===== src/rtl/snn_pkg.sv =====
// Shared definitions for the SNN image loader: loader FSM states and frame geometry.
package snn_pkg;

   localparam int unsigned NUM_BITS     = 784;
   localparam int unsigned ADDR_W       = 10;
   localparam logic [7:0]  ASCII_OFFSET = 8'h30;

   typedef enum logic [2:0] {
      RX_WAIT,
      WRITE,
      START,
      WAIT_DONE,
      TX
   } loader_state_t;

endpackage


===== src/rtl/snn_bit_unpacker.sv =====
// Holds one received byte and presents it LSB-first, one bit per shift,
// flagging the eighth bit so the loader knows the byte is exhausted.
module snn_bit_unpacker (
   input  logic       clk,
   input  logic       rst_n,
   input  logic       load_i,
   input  logic [7:0] byte_i,
   input  logic       shift_i,
   output logic       bit_o,
   output logic       last_o
);

   logic [7:0] shift_q, shift_d;
   logic [2:0] cnt_q,   cnt_d;

   // NOTE: every combinational output gets a default first, so no path can leave it unassigned and infer a latch.
   always_comb begin
      shift_d = shift_q;
      cnt_d   = cnt_q;
      if (load_i) begin
         shift_d = byte_i;
         cnt_d   = '0;
      end else if (shift_i) begin
         shift_d = {1'b0, shift_q[7:1]};
         cnt_d   = cnt_q + 3'd1;
      end
   end

   // NOTE: state registers use non-blocking assignments so all flops update together at the edge.
   always_ff @(posedge clk or negedge rst_n) begin
      if (!rst_n) begin
         shift_q <= '0;
         cnt_q   <= '0;
      end else begin
         shift_q <= shift_d;
         cnt_q   <= cnt_d;
      end
   end

   assign bit_o  = shift_q[0];
   assign last_o = (cnt_q == 3'd7);

endmodule


===== src/rtl/snn_image_loader.sv =====
// Writer side of the SNN input-unit RAM: unpacks UART bytes into one-bit RAM
// writes, starts the core, lends it the RAM address port, and returns the digit.
module snn_image_loader #(
   parameter int unsigned NUM_BITS     = snn_pkg::NUM_BITS,
   parameter logic [7:0]  ASCII_OFFSET = snn_pkg::ASCII_OFFSET
) (
   input  logic                       clk,
   input  logic                       rst_n,
   input  logic                       rx_rdy,
   input  logic [7:0]                 rx_data,
   output logic                       clr_rx_rdy,
   output logic [snn_pkg::ADDR_W-1:0] ram_addr,
   output logic                       ram_data,
   output logic                       ram_we,
   input  logic [snn_pkg::ADDR_W-1:0] core_addr,
   output logic                       core_start,
   input  logic                       core_done,
   input  logic [3:0]                 core_digit,
   input  logic                       tx_busy,
   output logic                       tx_start,
   output logic [7:0]                 tx_data,
   output logic                       busy
);

   import snn_pkg::*;

   localparam logic [ADDR_W-1:0] LAST_ADDR = ADDR_W'(NUM_BITS - 1);

   loader_state_t     state_q, state_d;
   logic [ADDR_W-1:0] addr_cnt_q, addr_cnt_d;
   logic [3:0]        digit_q, digit_d;

   logic unp_load;
   logic unp_shift;
   logic unp_bit;
   logic unp_last;

   snn_bit_unpacker u_unpacker (
      .clk     (clk),
      .rst_n   (rst_n),
      .load_i  (unp_load),
      .byte_i  (rx_data),
      .shift_i (unp_shift),
      .bit_o   (unp_bit),
      .last_o  (unp_last)
   );

   always_comb begin
      state_d    = state_q;
      addr_cnt_d = addr_cnt_q;
      digit_d    = digit_q;
      unp_load   = 1'b0;
      unp_shift  = 1'b0;
      clr_rx_rdy = 1'b0;
      ram_we     = 1'b0;
      ram_addr   = addr_cnt_q;
      core_start = 1'b0;
      tx_start   = 1'b0;
      tx_data    = '0;

      case (state_q)
         RX_WAIT: begin
            if (rx_rdy) begin
               unp_load   = 1'b1;
               clr_rx_rdy = 1'b1;
               state_d    = WRITE;
            end
         end

         WRITE: begin
            ram_we     = 1'b1;
            unp_shift  = 1'b1;
            addr_cnt_d = addr_cnt_q + ADDR_W'(1);
            // The frame is complete when the eighth bit of a byte lands on the last address.
            if (unp_last) begin
               state_d = (addr_cnt_q == LAST_ADDR) ? START : RX_WAIT;
            end
         end

         START: begin
            core_start = 1'b1;
            addr_cnt_d = '0;
            state_d    = WAIT_DONE;
         end

         WAIT_DONE: begin
            ram_addr = core_addr;
            if (core_done) begin
               digit_d = core_digit;
               state_d = TX;
            end
         end

         TX: begin
            tx_data = ASCII_OFFSET + {4'h0, digit_q};
            if (!tx_busy) begin
               tx_start = 1'b1;
               state_d  = RX_WAIT;
            end
         end

         default: state_d = RX_WAIT;
      endcase
   end

   always_ff @(posedge clk or negedge rst_n) begin
      if (!rst_n) begin
         state_q    <= RX_WAIT;
         addr_cnt_q <= '0;
         digit_q    <= '0;
      end else begin
         state_q    <= state_d;
         addr_cnt_q <= addr_cnt_d;
         digit_q    <= digit_d;
      end
   end

   assign ram_data = unp_bit;
   assign busy     = (state_q != RX_WAIT);

endmodule


===== config.mk =====
export PLATFORM = sky130hd
export DESIGN_NAME = snn_image_loader
export DESIGN_NICKNAME = d
export VERILOG_FILES = /design/src/rtl/snn_pkg.sv /design/src/rtl/snn_bit_unpacker.sv /design/src/rtl/snn_image_loader.sv
export SDC_FILE = /design/constraint.sdc
export NUM_CORES = 1
export LEC_CHECK = 0
export ABC_AREA = 1
export BUFFER_PORTS_ARGS = -buffer_cell sky130_fd_sc_hd__buf_2
export CAP_MARGIN = 20
export CORE_MARGIN = 5
export CORE_UTILIZATION = 30
export DETAILED_ROUTE_END_ITERATION = 16
export SYNTH_ARGS = -nofsm -noshare
export SYNTH_HDL_FRONTEND = slang
export SYNTH_HIERARCHICAL = 1
export SYNTH_SLANG_ARGS = --single-unit

===== constraint.sdc =====
create_clock -name clk -period 2.8 [get_ports clk]
set_clock_uncertainty 0.2 [all_clocks]
set_input_delay 0.56 -clock clk [delete_from_list [all_inputs] [get_ports clk]]
set_output_delay 0.56 -clock clk [all_outputs]
set_load 0.02 [all_outputs]

==> metrics.csv, run 1 <==
stage,metric,value,unit
run_status,status,finished clean,
global_route,grt_pass1_vias,1370,
cts,postCtsSetupRepairBufs,0,
yosys,synth_cells,224,
drt,wl_met2,1700,um
placement,dpl-instance-area,1920,um^2
layout,antenna_cells,0,
cts,cts-resized-gates,0,
die,dieArea,7020,um^2
run,maxCapViolations,0,
critical_path,critical_path.top_delay_family,flip-flops,
sta,whs,0.0886,ns
layout,fin_util,38.2,%
sta,max_freq,0.421,GHz
drt,vias,1498,
cts,numClockSinks,28,
layout,area_growth,21.8,%
yosys,yosys_warnings,6,
die,start_util,31.4,%
critical_path,critPathSlowestCell,dfrtp_1,
pwr,max-vdd-ir-drop,0.000515,V
die,die_h,83.8,um
placement,port_buffers,48,
sta,max_slew.worst_pin.slew,0.640,ns
global_route,grt_first_pass_wirelength,6440,um
sta,fin_ws,0.425,ns
yosys,netlist_area,1630,um^2
cts,cts_buffer_depth,2,
pwr,powerDensity,805,nW/um^2
sta,finalMaxSlewViolations,0,
cts,path_clk_slew,0.10,ns
sta,hold_viol_final,0,
drt,top_layer,met4,
global_route,grt-ovfl-total,0,
cts,cts_tree,yes,
critical_path,path_class,register to output pin,
global_route,grt_max_degree,29,
critical_path,reg2reg_to,state_q[1],
critical_path,crit_path_start_kind,register,
layout,layout-drive-gt1-share,23.2,%
critical_path,reg2reg_depth,8,
critical_path,max_stage_delay,0.46,ns
yosys,avgSynthCellArea,7.29,um^2
drt,drtIter0Drc,51,
die,io_pins,51,
global_route,antenna_found_initial,0,
die,die_w,83.8,um
yosys,ys_ff_latch,28,
drt,viasPerCell,4.38,
cts,cts_buffers,3,
yosys,synth-seq-area-share,42.9,%
critical_path,crit_chain,nand2_1 -> nor2_2 -> buf_4 -> nand2_1 -> o21ai_0 -> buf_2,
sta,fin_crit_sh,84.8,%
critical_path,reg2reg_from,state_q[0],
pwr,p_leak,0.00115,uW
drt,drtAntennaViolNets,0,
die,rows,26,
die,coreArea,5200,um^2
hold_path,hp-class,input pin to asynchronous set/reset pin,
critical_path,path_buf_inv,2,
drt,wl_per_cell,11.1,um
cts,clk_latency,0.28,ns
sta,rsz0062_at_grt,no,
placement,routabilityCongestion,0.790,
sta,tns,0,ns
critical_path,timing.critical_path.mode_cell,nand2_1,
yosys,yosysUniqueCellTypes,22,
sta,fin_crit,2.37,ns
layout,postLayoutCellArea,1990,um^2
drt,wl_met3,288,um
cts,root_buffer,clkbuf_8,
layout,mostFrequentLayoutCells,"nand2_1, buf_2, inv_1",
layout,layout_commonest_cell,nand2_1,
cts,cts_max_level,1,
drt,drt_pass1_iterations,4,
layout,fin_nets,303,
sta,slew_headroom,57.3,%
drt,routed_wirelength,3800,um
placement,pre_cts_ws,0.721,ns
critical_path,worst_ep_arrival_time,1.61,ns
sta,finalSetupViolations,0,
global_route,track_usage,11.2,%
critical_path,crit_fanout,8,
critical_path,rrSetupSlack,1.10,ns
drt,route.detailed.drc,0,
drt,drt-met1-wl,1740,um
critical_path,end_kind,output pin,
cts,postCtsHoldBufs,0,
placement,hpwl,2870,um
critical_path,critical_path_required,2.04,ns
## stage by stage
step / instances / total power, uW
finish: 342 / 1600
detailed placement: 338 / 1290
global route: 342 / 1750
CTS: 342 / 1620
global placement: 338 / 1280
floorplan: 225 / 1110
## flip-flops by register name (all words and copies together), names as in the netlist
signal,count
state_q,3
addr_cnt_q,10
u_unpacker/cnt_q,3
digit_q,4
u_unpacker/shift_q,8
## worst reg2reg max path: cells and delay by family, from the launching register on
family | cells | cell delay (ns)
AND/OR/NAND/NOR | 7 | 0.73
flip-flops | 1 | 0.46
buffers and inverters | 1 | 0.22
## cell type report
class | instances | area, um^2
Clock inverter | 1 | 30.0
Inverter | 30 | 113
Multi-Input combinational cell | 158 | 748
Fill cell | 563 | 3210
Sequential cell | 28 | 701
Tap cell | 70 | 87.6
Timing Repair Buffer | 52 | 270
Clock buffer | 3 | 41.3
## where the power goes
group / switching (uW) / internal (uW)
Sequential: 99.1 / 524
Combinational: 426 / 228
Clock: 135 / 192
Total: 660 / 943
## worst max path at each step
stage                          start          end  slack, ns  depth (start not counted)
after global routing      state_q[0]  ram_addr[0]       0.26                          6
final                     state_q[0]  ram_addr[1]       0.43                          6
after detailed placement  state_q[0]  ram_addr[2]       0.72                          6
after CTS                 state_q[0]  ram_addr[1]       0.39                          6
after floorplan           state_q[2]   tx_data[0]       0.47                          4
after global placement    state_q[0]  ram_addr[2]       0.76                          6
## cell usage after synthesis (all sizes together)
cell type  count  area share [%]
nor2          25             6.8
a21oi          7             2.1
buf            8             4.4
mux2           1            0.69
ha             3             2.3
nand4          6             2.3
clkbuf         1            0.31
dfrtp         28              43
nand2         70              17
nor3           3            0.92
nand3         25             8.7
inv           30             6.9
o21ai         16             4.9
conb           1            0.23
## cells by family (layout without fill, tap and decap cells)
family / after synthesis / after routing / synth area share [%]
flops: 28 / 28 / 42.9
buf+inv: 39 / 86 / 11.6
compound gates: 23 / 23 / 7.04
other cells: 1 / 2 / 0.229
mux: 1 / 1 / 0.689
simple gates: 129 / 129 / 35.3
fa+ha+maj: 3 / 3 / 2.30
## routing by layer
metal | GRT usage, % | vias up
li1 | - | 798
met4 | 3.22 | 0
met2 | 18.5 | 50
met5 | 0 | -
met1 | 14.1 | 643
met3 | 3.16 | 7
Power figures use the tool's default switching activity.
==> run 2, diff against run 1 <==
clock period = 2.1 ns   (was 2.8 ns; I/O delays follow)
==> run 2 against run 1 <==
Effect of this change:
- via count up 2.5%
- sequential share of layout area shrank 2.2 points
- setup slack worse by 0.38 ns
- global-route usage up 0.089 points
- utilization grew 2.8 points
- largest power group unchanged
- highest routed layer unchanged
- first-iteration DRC count increased by 71%
- wire length grew 6.5%
==> metrics.csv, run 2 (synthesis results as in run 1) <==
stage,metric,value,unit
run_status,status,finished clean,
sta,finalSetupViolations,0,
critical_path,crit_fanout,5,
sta,hold_viol_final,0,
layout,nFillCells,569,
critical_path,reg2reg_depth,7,
critical_path,reg2reg_from,state_q[1],
sta,rsz0062_at_grt,yes,
cts,root_buffer,clkbuf_8,
drt,top_layer,met4,
global_route,track_usage,11.3,%
drt,wl_met3,281,um
sta,fin_crit_sh,97.8,%
layout,reg.largest.list,"addr_cnt_q: 10 flops, u_unpacker/shift_q: 8 flops, digit_q: 4 flops",
critical_path,path_class,register to output pin,
drt,viasPerCell,4.41,
layout,antenna_cells,0,
layout,area_growth,30.7,%
placement,dpl-instance-area,1940,um^2
die,die_w,83.8,um
layout,largest_reg_flops,10,
cts,path_clk_slew,0.10,ns
critical_path,critical_path_required,1.48,ns
hold_path,hold_path_depth,3,
drt,wl_met2,1750,um
layout,fin_nets,309,
cts,numClockSinks,28,
pwr,p_leak,0.00120,uW
pwr,total_power,2180,uW
global_route,antenna_found_initial,0,
drt,wl_per_cell,11.6,um
sta,finalMaxSlewViolations,0,
drt,routed_wirelength,4040,um
critical_path,reg2reg_to,u_unpacker/shift_q[1],
layout,postLayoutCellArea,2140,um^2
placement,hpwl,2930,um
die,rows,26,
hold_path,hold_end,u_unpacker/shift_q[7],
pwr,max-vdd-ir-drop,0.000594,V
hold_path,hp-class,input pin to register,
die,die_h,83.8,um
die,dieArea,7020,um^2
global_route,grt_pass1_vias,1431,
drt,drt-met1-wl,1990,um
die,io_pins,51,
critical_path,worst_ep_arrival_time,1.43,ns
die,start_util,31.4,%
sta,tns,0,ns
drt,route.detailed.drc,0,
layout,layout-drive-gt1-share,31.7,%
global_route,grt_first_pass_wirelength,6690,um
critical_path,crit_path_start_kind,register,
layout,largest_register,addr_cnt_q,
sta,fin_crit,2.05,ns
drt,drtAntennaViolNets,0,
run,maxCapViolations,0,
drt,drtIter0Drc,87,
cts,cts_buffer_depth,2,
global_route,grt-ovfl-total,0,
sta,slew_headroom,55.8,%
cts,cts_buffers,3,
layout,mostFrequentLayoutCells,"nand2_1, buf_2, inv_1",
pwr,powerDensity,1020,nW/um^2
critical_path,rrSetupSlack,0.36,ns
drt,vias,1535,
global_route,grt_max_degree,29,
placement,routabilityCongestion,0.806,
sta,max_freq,0.487,GHz
cts,clk_latency,0.28,ns
placement,port_buffers,48,
placement,pre_cts_ws,0.278,ns
drt,drt_pass1_iterations,4,
sta,max_slew.worst_pin.slew,0.664,ns
hold_path,hp-start,rx_data[7],
layout,layout_commonest_cell,nand2_1,
cts,cts_tree,yes,
critical_path,end_kind,output pin,
sta,fin_ws,0.0459,ns
die,coreArea,5200,um^2
cts,cts_max_level,1,
## run 2: routing by layer
layer,global-route usage (%),vias to the layer above
met5,0,-
met4,1.75,0
met3,3.65,2
met2,16.9,46
met1,16.0,675
li1,-,812
## run 2: repair_timing
| item | in CTS | in global routing |
|---|---|---|
| gates resized for setup | 1 | 48 |
| buffers inserted | 0 | 2 |
| endpoints found under the hold margin | 28 | 0 |
| pin swaps | 0 | 2 |
| endpoints found under the setup margin | 9 | 16 |
| hold buffers | 1 | 0 |
| cloned | 0 | 1 |
## run 2: worst max-delay path by stage
stage | from | endpoint | slack, ns | cells after the start
CTS | state_q[2] | tx_data[1] | 0.002 | 5
floorplan | state_q[2] | u_unpacker/shift_q[0] | 0.05 | 8
detailed placement | state_q[0] | ram_addr[4] | 0.28 | 6
finish | state_q[1] | ram_addr[3] | 0.05 | 4
global placement | state_q[0] | ram_addr[8] | 0.31 | 6
global route | state_q[1] | ram_addr[1] | -0.04 | 6
## run 2: critical path: stages (launching register included)
cell and delay (ns):
dfrtp_2 0.44, nand2_2 0.08, nor2_4 0.19, mux2_4 0.32, buf_6 0.13
## run 2: final cells by class
type                            count  area (um^2)  share of cell area [%]
Multi-Input combinational cell    158          807                    37.8
Sequential cell                    28          704                    33.0
Clock buffer                        4         55.1                    2.58
Inverter                           30          113                    5.27
Timing Repair Buffer               58          369                    17.3
Tap cell                           70         87.6                    4.10
## run 2: stage by stage
step | instances | hold slack (ns) | util [%]
floorplan | 225 | -0.0756 | -
global placement | 340 | 0.257 | 37.3
detailed placement | 340 | 0.265 | 37.3
CTS | 345 | 0.133 | 38.5
global route | 348 | 0.143 | 41.0
finish | 348 | 0.141 | 41.0
## run 2: power breakdown
| part | leakage (uW) | switching [uW] | internal (uW) | total [uW] |
|---|---|---|---|---|
| Combinational | 0.000828 | 599 | 406 | 1010 |
| Sequential | 0.000339 | 139 | 701 | 840 |
| Clock | 0.0000288 | 168 | 168 | 336 |
